[src/rtl/tanh_pkg.sv]
// Shared types and W-dependent constants for the shift-and-add tanh approximation.
// No logic; no latency; no flow control.
// Thresholds are in input LSBs (Q3.(W-3)); offsets and saturation are in output LSBs (Q1.(W-1)).
package tanh_pkg;

    typedef enum logic [1:0] {SEG0, SEG1, SEG2, SEG3} seg_e;

    // |x| < 0.5
    function automatic int unsigned th_half(input int unsigned w);
        return 32'd1 << (w - 4);
    endfunction

    // |x| < 1.0, also the seg1 offset of 0.25
    function automatic int unsigned th_one(input int unsigned w);
        return 32'd1 << (w - 3);
    endfunction

    // |x| < 2.0, also the seg2 offset of 0.5
    function automatic int unsigned th_two(input int unsigned w);
        return 32'd1 << (w - 2);
    endfunction

    function automatic int unsigned m_max(input int unsigned w);
        return (32'd1 << (w - 1)) - 32'd1;
    endfunction

endpackage

[src/rtl/tanh_pwl_lane.sv]
// Per-lane combinational logic: sign/|x|/segment decode (stage 1) and magnitude (stage 2).
// Zero latency; the caller registers every output.
// No flow control; the enclosing pipeline stalls the registers around it.
module tanh_pwl_lane
    import tanh_pkg::*;
#(
    parameter int W = 8
) (
    input  logic [W-1:0] x,
    input  logic [W-1:0] a_q,
    input  seg_e         seg_q,
    output logic         s,
    output logic [W-1:0] a,
    output seg_e         seg,
    output logic [W-1:0] m
);

    localparam logic [W-1:0] T_HALF = W'(th_half(W));
    localparam logic [W-1:0] T_ONE  = W'(th_one(W));
    localparam logic [W-1:0] T_TWO  = W'(th_two(W));
    localparam logic [W-1:0] M_MAX  = W'(m_max(W));

    // The most negative input negates to itself, 2^(W-1) unsigned, which lands in SEG3.
    always_comb begin
        s   = x[W-1];
        a   = s ? (~x + W'(1)) : x;
        seg = SEG3;
        if (a < T_HALF)
            seg = SEG0;
        else if (a < T_ONE)
            seg = SEG1;
        else if (a < T_TWO)
            seg = SEG2;
    end

    always_comb begin
        m = M_MAX;
        case (seg_q)
            SEG0:    m = a_q << 2;
            SEG1:    m = (a_q << 1) + T_ONE;
            SEG2:    m = a_q + T_TWO;
            default: m = M_MAX;
        endcase
    end

endmodule

[src/rtl/tanh_pwl_stream.sv]
// Streaming LANES-wide PWL tanh, Q3.(W-3) in, Q1.(W-1) out; optional TANH_SAT_CNT_EN saturation counter.
// Latency 3 cycles, 1 beat/cycle throughput.
// Whole pipeline stalls while out_valid & ~out_ready; in_ready is the shared advance enable.
module tanh_pwl_stream
    import tanh_pkg::*;
#(
    parameter int W     = 8,
    parameter int LANES = 1
) (
    input  logic               clk,
    input  logic               rst,
    input  logic               in_valid,
    output logic               in_ready,
    input  logic [LANES*W-1:0] In,
    output logic               out_valid,
    input  logic               out_ready,
    output logic [LANES*W-1:0] Out1
`ifdef TANH_SAT_CNT_EN
    ,
    output logic [15:0]        sat_cnt
`endif
);

    logic         en;
    logic         v1, v2;

    logic         s_d   [LANES];
    logic [W-1:0] a_d   [LANES];
    seg_e         seg_d [LANES];
    logic [W-1:0] m_d   [LANES];

    logic         s1    [LANES];
    logic [W-1:0] a1    [LANES];
    seg_e         seg1  [LANES];
    logic         s2    [LANES];
    logic [W-1:0] m2    [LANES];
    logic [W-1:0] res   [LANES];

    assign en       = ~out_valid | out_ready;
    assign in_ready = en;

    for (genvar i = 0; i < LANES; i++) begin : g_lane
        tanh_pwl_lane #(.W(W)) u_lane (
            .x     (In[i*W +: W]),
            .a_q   (a1[i]),
            .seg_q (seg1[i]),
            .s     (s_d[i]),
            .a     (a_d[i]),
            .seg   (seg_d[i]),
            .m     (m_d[i])
        );
        assign Out1[i*W +: W] = res[i];
    end

    // Data registers load on every enabled cycle; only the valids qualify them.
    always_ff @(posedge clk) begin
        if (rst) begin
            v1        <= 1'b0;
            v2        <= 1'b0;
            out_valid <= 1'b0;
            for (int i = 0; i < LANES; i++) begin
                s1[i]   <= 1'b0;
                a1[i]   <= '0;
                seg1[i] <= SEG0;
                s2[i]   <= 1'b0;
                m2[i]   <= '0;
                res[i]  <= '0;
            end
        end else if (en) begin
            v1        <= in_valid;
            v2        <= v1;
            out_valid <= v2;
            for (int i = 0; i < LANES; i++) begin
                s1[i]   <= s_d[i];
                a1[i]   <= a_d[i];
                seg1[i] <= seg_d[i];
                s2[i]   <= s1[i];
                m2[i]   <= m_d[i];
                res[i]  <= s2[i] ? (~m2[i] + W'(1)) : m2[i];
            end
        end
    end

`ifdef TANH_SAT_CNT_EN
    logic [LANES-1:0] sat2, sat3;
    logic [15:0]      sat_q;

    assign sat_cnt = sat_q;

    always_ff @(posedge clk) begin
        if (rst) begin
            sat2  <= '0;
            sat3  <= '0;
            sat_q <= '0;
        end else begin
            if (en) begin
                for (int i = 0; i < LANES; i++)
                    sat2[i] <= (seg1[i] == SEG3);
                sat3 <= sat2;
            end
            // Sticky at all-ones rather than wrapping.
            if (out_valid && out_ready && (|sat3) && (sat_q != 16'hFFFF))
                sat_q <= sat_q + 16'd1;
        end
    end
`endif

endmodule

[config.mk]
export PLATFORM = sky130hd
export DESIGN_NAME = tanh_pwl_stream
export DESIGN_NICKNAME = d
export VERILOG_FILES = /design/src/rtl/tanh_pkg.sv /design/src/rtl/tanh_pwl_lane.sv /design/src/rtl/tanh_pwl_stream.sv
export SDC_FILE = /design/constraint.sdc
export NUM_CORES = 1
export LEC_CHECK = 0
export ABC_AREA = 1
export BUFFER_PORTS_ARGS = -buffer_cell sky130_fd_sc_hd__buf_2
export CAP_MARGIN = 20
export CORE_UTILIZATION = 43
export DETAILED_ROUTE_END_ITERATION = 16
export PLACE_DENSITY = 0.67
export SLEW_MARGIN = 20
export SYNTH_ARGS = -nofsm -noshare
export SYNTH_HDL_FRONTEND = slang
export SYNTH_SLANG_ARGS = --single-unit
[constraint.sdc]
create_clock -name clk -period 3.6 [get_ports clk]
set_input_delay 0.72 -clock clk [delete_from_list [all_inputs] [get_ports clk]]
set_output_delay 0.72 -clock clk [all_outputs]
set_load 0.005 [all_outputs]
==> results.tsv, run 1 <==
metric	value	unit
synth_seq_area_share	0.550	
cell_internal_pwr	611	uW
drive_above_1_share	0.187	
cts_buffer_depth	2	
synth.most_common_cell	nand2_1	
setup_ws	1720	ps
vias	1195	
grt_usage	0.150	
grt_overflow_total	0	
pwr-share-comb	0.152	
yosys.area.top_type	edfxtp_1	
insertion_delay	270	ps
async_flop_share	0	
power_switching	207	uW
antenna_found_initial	0	
cp.arrival	1160	ps
synth_flop_cell	edfxtp_1	
drt_iter0_drc	73	
path_class	in2out	
cp_max_fo	2	
synth_edf_count	28	
p_leak	0.000843	uW
die_area	0.00406	sq mm
min_path_type	reg2reg	
power_density	442	mW/mm^2
synth_cell_types	25	
min_period	1880	ps
pre_cts_ws	1400	ps
clock_power_share	0.296	
portBuffers	21	
dp_hpwl	1810	um
seq_power_share	0.553	
vias_per_cell	4.76	
synth_cells	178	
grt_pass1_vias	1149	
pin_count	22	
cts.sinks	31	
clk_pin_slew_worst_paths	50	ps
finalSetupTns	0	ps
wl	2530	um
critPathRequiredTime	2880	ps
h-tree-depth	2	
n_antenna_cell	0	
final_core_util	0.505	
synth.net_count	193	
final_hold_viol_count	0	
drc	0	
root_buffer	clkbuf_8	
cts-hold-fix-buffers	0	
outcome	finished, final reports clean	
rrSetupSlack	2140	ps
std_cell_rows	22	
ant_nets	0	
cts_tree	yes	
post_cts.repair.setup_buffers	0	
yosys_warnings	0	
ys_top_cells_by_count	nand2_1, edfxtp_1, inv_1	
nets	217	
area_growth_syn_to_layout	13.0	%
gp_congestion	0.851	
ys_ff_latch	31	
max_slew_margin	0.567	
core_region_area	0.00366	sq mm
ctsResizeCount	0	
cts_buffers	5	
initial_core_util	0.447	
rsz0062_at_grt	false	
die_y	63.7	um
p_sw_frac	0.253	
drv_slew	0	
grt_pass1_wl	4610	um
fin_worst_skew	7.42	ps
grt_max_degree	32	
wl_per_cell	10.1	um
drv_cap	0	
synthTopCellsByArea	edfxtp_1, nand2_1, inv_1	
synth.top_cell.area_share	0.513	
critPathCaptureType	primary output	
avgSynthCellArea	9.20	sq um
worst_setup_path_start_kind	primary input	
period_share	0.523	
setup_violations	0	
die_x	63.7	um
first_pass_iters	4	
tightestPinTransition	647	ps
syn_area	0.00164	sq mm
peakVddDrop	0.138	mV
max_freq	0.531	GHz
-- per-layer routing --
layer / wire, um / global-route usage / part of all wire / up-vias
met5: 0 / 0 / 0 / -
met4: 61 / 0.0966 / 0.024 / 0
met3: 120 / 0.0326 / 0.048 / 6
met2: 1340 / 0.281 / 0.53 / 35
met1: 1010 / 0.145 / 0.40 / 512
li1: - / - / - / 642
-- critical path: stages --
cell and delay (ps):
buf_2 100, nor2_2 150, inv_2 70, buf_2 130
-- power by group through the flow --
stage / Sequential (uW) / Combinational [uW] / Clock (uW)
CTS: 452 / 125 / 253
global placement: 458 / 122 / 0
finish: 452 / 124 / 242
global route: 457 / 146 / 265
floorplan: 455 / 94.5 / 0
detailed placement: 459 / 124 / 0
-- cell usage in the layout (no fill, tap or decap), types with 2 or more instances in the layout --
cell	instances
a211oi_1	2
a21oi_1	18
buf_2	21
clkbuf_8	5
clkinv_1	2
dfxtp_1	3
edfxtp_1	28
ha_1	3
inv_1	25
inv_2	3
nand2_1	30
nand2_2	2
nand2_4	2
nand3_1	11
nor2_1	22
nor2_2	2
nor2_4	2
o211ai_1	2
o21ai_0	13
-- kinds of logic (layout without fill, tap and decap cells) --
logic type / Yosys count / after routing / share of synthesized area
buffers and inverters: 32 / 57 / 0.0856
XOR/XNOR: 1 / 1 / 0.00535
adder cells (fa/ha/maj): 3 / 3 / 0.0229
AND/OR/NAND/NOR: 73 / 73 / 0.211
flip-flops: 31 / 31 / 0.550
AO/OA/AOI/OAI: 38 / 38 / 0.125
-- path summary, 6_finish.rpt --
path                            depth (start not counted)                    from                       end
worst max-delay path                                    4               out_ready                  in_ready
worst min register to register                          2         v1$_SDFFE_PP0N_           v2$_SDFFE_PP0N_
worst max register to register                          9  out_valid$_SDFFE_PP0N_  seg1[0][1]$_SDFFCE_PN0P_
worst min-delay path                                    2         v1$_SDFFE_PP0N_           v2$_SDFFE_PP0N_
-- per-stage QoR --
step / area (sq um) / cells / hold WS (ps) / total power [uW]
after floorplan: 1640 / 178 / 442 / 549
after global placement: 1770 / 243 / 460 / 579
after detailed placement: 1770 / 243 / 466 / 583
after CTS: 1850 / 251 / 478 / 830
after global routing: 1850 / 251 / 527 / 868
final: 1850 / 251 / 476 / 818
-- cell type report --
| type | instances | area, sq um |
|---|---|---|
| Fill cell | 348 | 1810 |
| Clock buffer | 6 | 72.6 |
| Sequential cell | 31 | 901 |
| Inverter | 28 | 105 |
| Clock inverter | 2 | 7.51 |
| Multi-Input combinational cell | 115 | 599 |
| Tap cell | 48 | 60.1 |
| Timing Repair Buffer | 21 | 105 |
-- flip-flops by register name, summed over array words and instances (netlist names) --
name,flops
a1,8
m2,8
out_valid,1
res,8
s1,1
s2,1
seg1,2
v1,1
v2,1
No activity file was read; power rests on OpenSTA's default activity.
==> inputs of run 2 (changes only) <==
Settings changed: PLACE_DENSITY 0.67 to 0.7.
Clock period 3.6 ns to 1.72 ns, I/O delays scaled along.
==> run 2 against run 1 <==
Compared with the run above:
- largest power group unchanged
- register-to-register slack got worse by 1900 ps
- combinational power increased by 120%
- highest routed layer unchanged
- non-clock buffer count increased by 1
==> results.tsv, run 2 (synthesis gave the netlist of run 1 again) <==
metric	value	unit	change
outcome	finished, final reports clean		
root_buffer	clkbuf_8		
drive_above_1_share	0.186		-0.000918
min_path_type	in2reg		
cts_tree	yes		
drv_cap	0		unchanged
path_class	reg2reg		
critPathRequiredTime	1740	ps	-1140 ps
area_growth_syn_to_layout	14.1	%	
grt_pass1_vias	1163		+1.2%
p_sw_frac	0.264		+0.0103
tightestPinTransition	333	ps	-314 ps
pwr-share-comb	0.155		+0.003
portBuffers	21		unchanged
seq_power_share	0.544		-0.009
grt_max_degree	32		unchanged
pin_count	22		unchanged
hold_ws	264	ps	-212 ps
grt_overflow_total	0		unchanged
drv_slew	0		unchanged
wl	2730	um	+8.2%
reg_top3	a1 x8, m2 x8, res x8		
worstSetupPathDepth	9		+5
fin_worst_skew	9.18	ps	+1.77 ps
grt_usage	0.163		+0.0133
grt_pass1_wl	4940	um	+7.2%
drc	0		unchanged
first_pass_iters	5		+1
post_cts.repair.setup_buffers	0		unchanged
dp_hpwl	1870	um	+2.9%
reg2reg_depth	9		unchanged
final_core_util	0.510		+0.00478
clk_pin_slew_worst_paths	60	ps	about the same
cts.sinks	31		unchanged
min_period	1440	ps	
ant_nets	0		unchanged
multi_input_area	597	sq um	-0.42%
power_switching	458	uW	+120%
die_y	63.7	um	unchanged
final_cells	252		+0.40%
worst-path-buf-inv	3		unchanged
std_cell_rows	22		unchanged
worst_setup_path_start_kind	flop		
clock_power_share	0.302		+0.006
cts_buffer_depth	2		unchanged
gp_congestion	0.893		+5.0%
insertion_delay	280	ps	about the same
die_x	63.7	um	unchanged
cell_internal_pwr	1280	uW	+110%
max_freq	0.695	GHz	
vias	1217		+1.8%
core_region_area	0.00366	sq mm	unchanged
dp_cells	244		+0.41%
cp_max_fo	17		+15
final_cell_mix	nand2_1, edfxtp_1, inv_1, nor2_1, buf_2		
p_leak	0.000853	uW	+1.2%
h-tree-depth	2		unchanged
nets	218		+0.46%
final_hold_viol_count	0		unchanged
peakVddDrop	0.477	mV	+240%
min_path_cells	2		unchanged
cp_slowest_cell	dfxtp_1		
power_density	930	mW/mm^2	+110%
cp.arrival	1460	ps	+300 ps
period_share	0.836		
cts_buffers	5		unchanged
finalSetupTns	0	ps	unchanged
ctsResizeCount	0		unchanged
final_common_cell	nand2_1		
wl_per_cell	10.8	um	+7.8%
setup_violations	0		unchanged
seq_area	901	sq um	unchanged
initial_core_util	0.447		unchanged
critPathCaptureType	flop		
die_area	0.00406	sq mm	unchanged
n_antenna_cell	0		unchanged
critPathTopFamily	simple AND/OR/NAND/NOR gates		
cts-hold-fix-buffers	0		unchanged
rsz0062_at_grt	false		
path_cells	inv_1, nor2_2, inv_2, nand2_4, inv_2, nand2_1, nor2_1, nor2_2, nand2_1		
max_stage_delay	320	ps	+170 ps
fill_cells	351		+0.86%
vias_per_cell	4.83		+1.4%
max_slew_margin	0.778		+0.211
antenna_found_initial	0		unchanged
drt_iter0_drc	75		+2.7%
## run 2: cell types whose count changed in the layout (fill, tap and decap cells not counted)
cell / previous run / this run
buf_12: 0 / 1
nand2_2: 2 / 1
nand2_1: 30 / 31
## run 2: through the flow
step	power [uW]	setup slack (ps)	instance area (sq um)
2_1_floorplan	1150	268	1640
3_3_place_gp	1210	246	1790
3_5_place_dp	1220	196	1790
4_1_cts	1740	276	1870
5_1_grt	1840	144	1870
6_report	1740	282	1870
## run 2: final cells by class
cell class / instances / share of cell area
Inverter: 28 / 0.0563
Clock buffer: 6 / 0.0388
Clock inverter: 2 / 0.00402
Timing Repair Buffer: 22 / 0.0670
Multi-Input combinational cell: 115 / 0.319
Sequential cell: 31 / 0.482
Tap cell: 48 / 0.0322
## run 2: power by group through the flow
stage	sequential, uW	clock (uW)	combinational [uW]
2_1_floorplan	952	0	198
3_3_place_gp	957	0	257
3_5_place_dp	960	0	264
4_1_cts	945	529	269
5_1_grt	952	573	315
6_report	945	524	269
## run 2: worst paths after layout
check	start	to	slack (ps)
worst max-delay path	out_valid$_SDFFE_PP0N_	seg1[0][1]$_SDFFCE_PN0P_	280
worst min-delay path	rst	out_valid$_SDFFE_PP0N_	260
worst max register to register	out_valid$_SDFFE_PP0N_	seg1[0][1]$_SDFFCE_PN0P_	280
worst min register to register	v1$_SDFFE_PP0N_	v2$_SDFFE_PP0N_	480
## run 2: layer usage
layer	wire length [um]	vias up	part of all wire	global-route usage
met3	121	5	0.044	0.0543
met5	0	-	0	0
met2	1430	32	0.52	0.286
li1	-	643	-	-
met1	1130	537	0.41	0.170
met4	45	0	0.016	0.0881
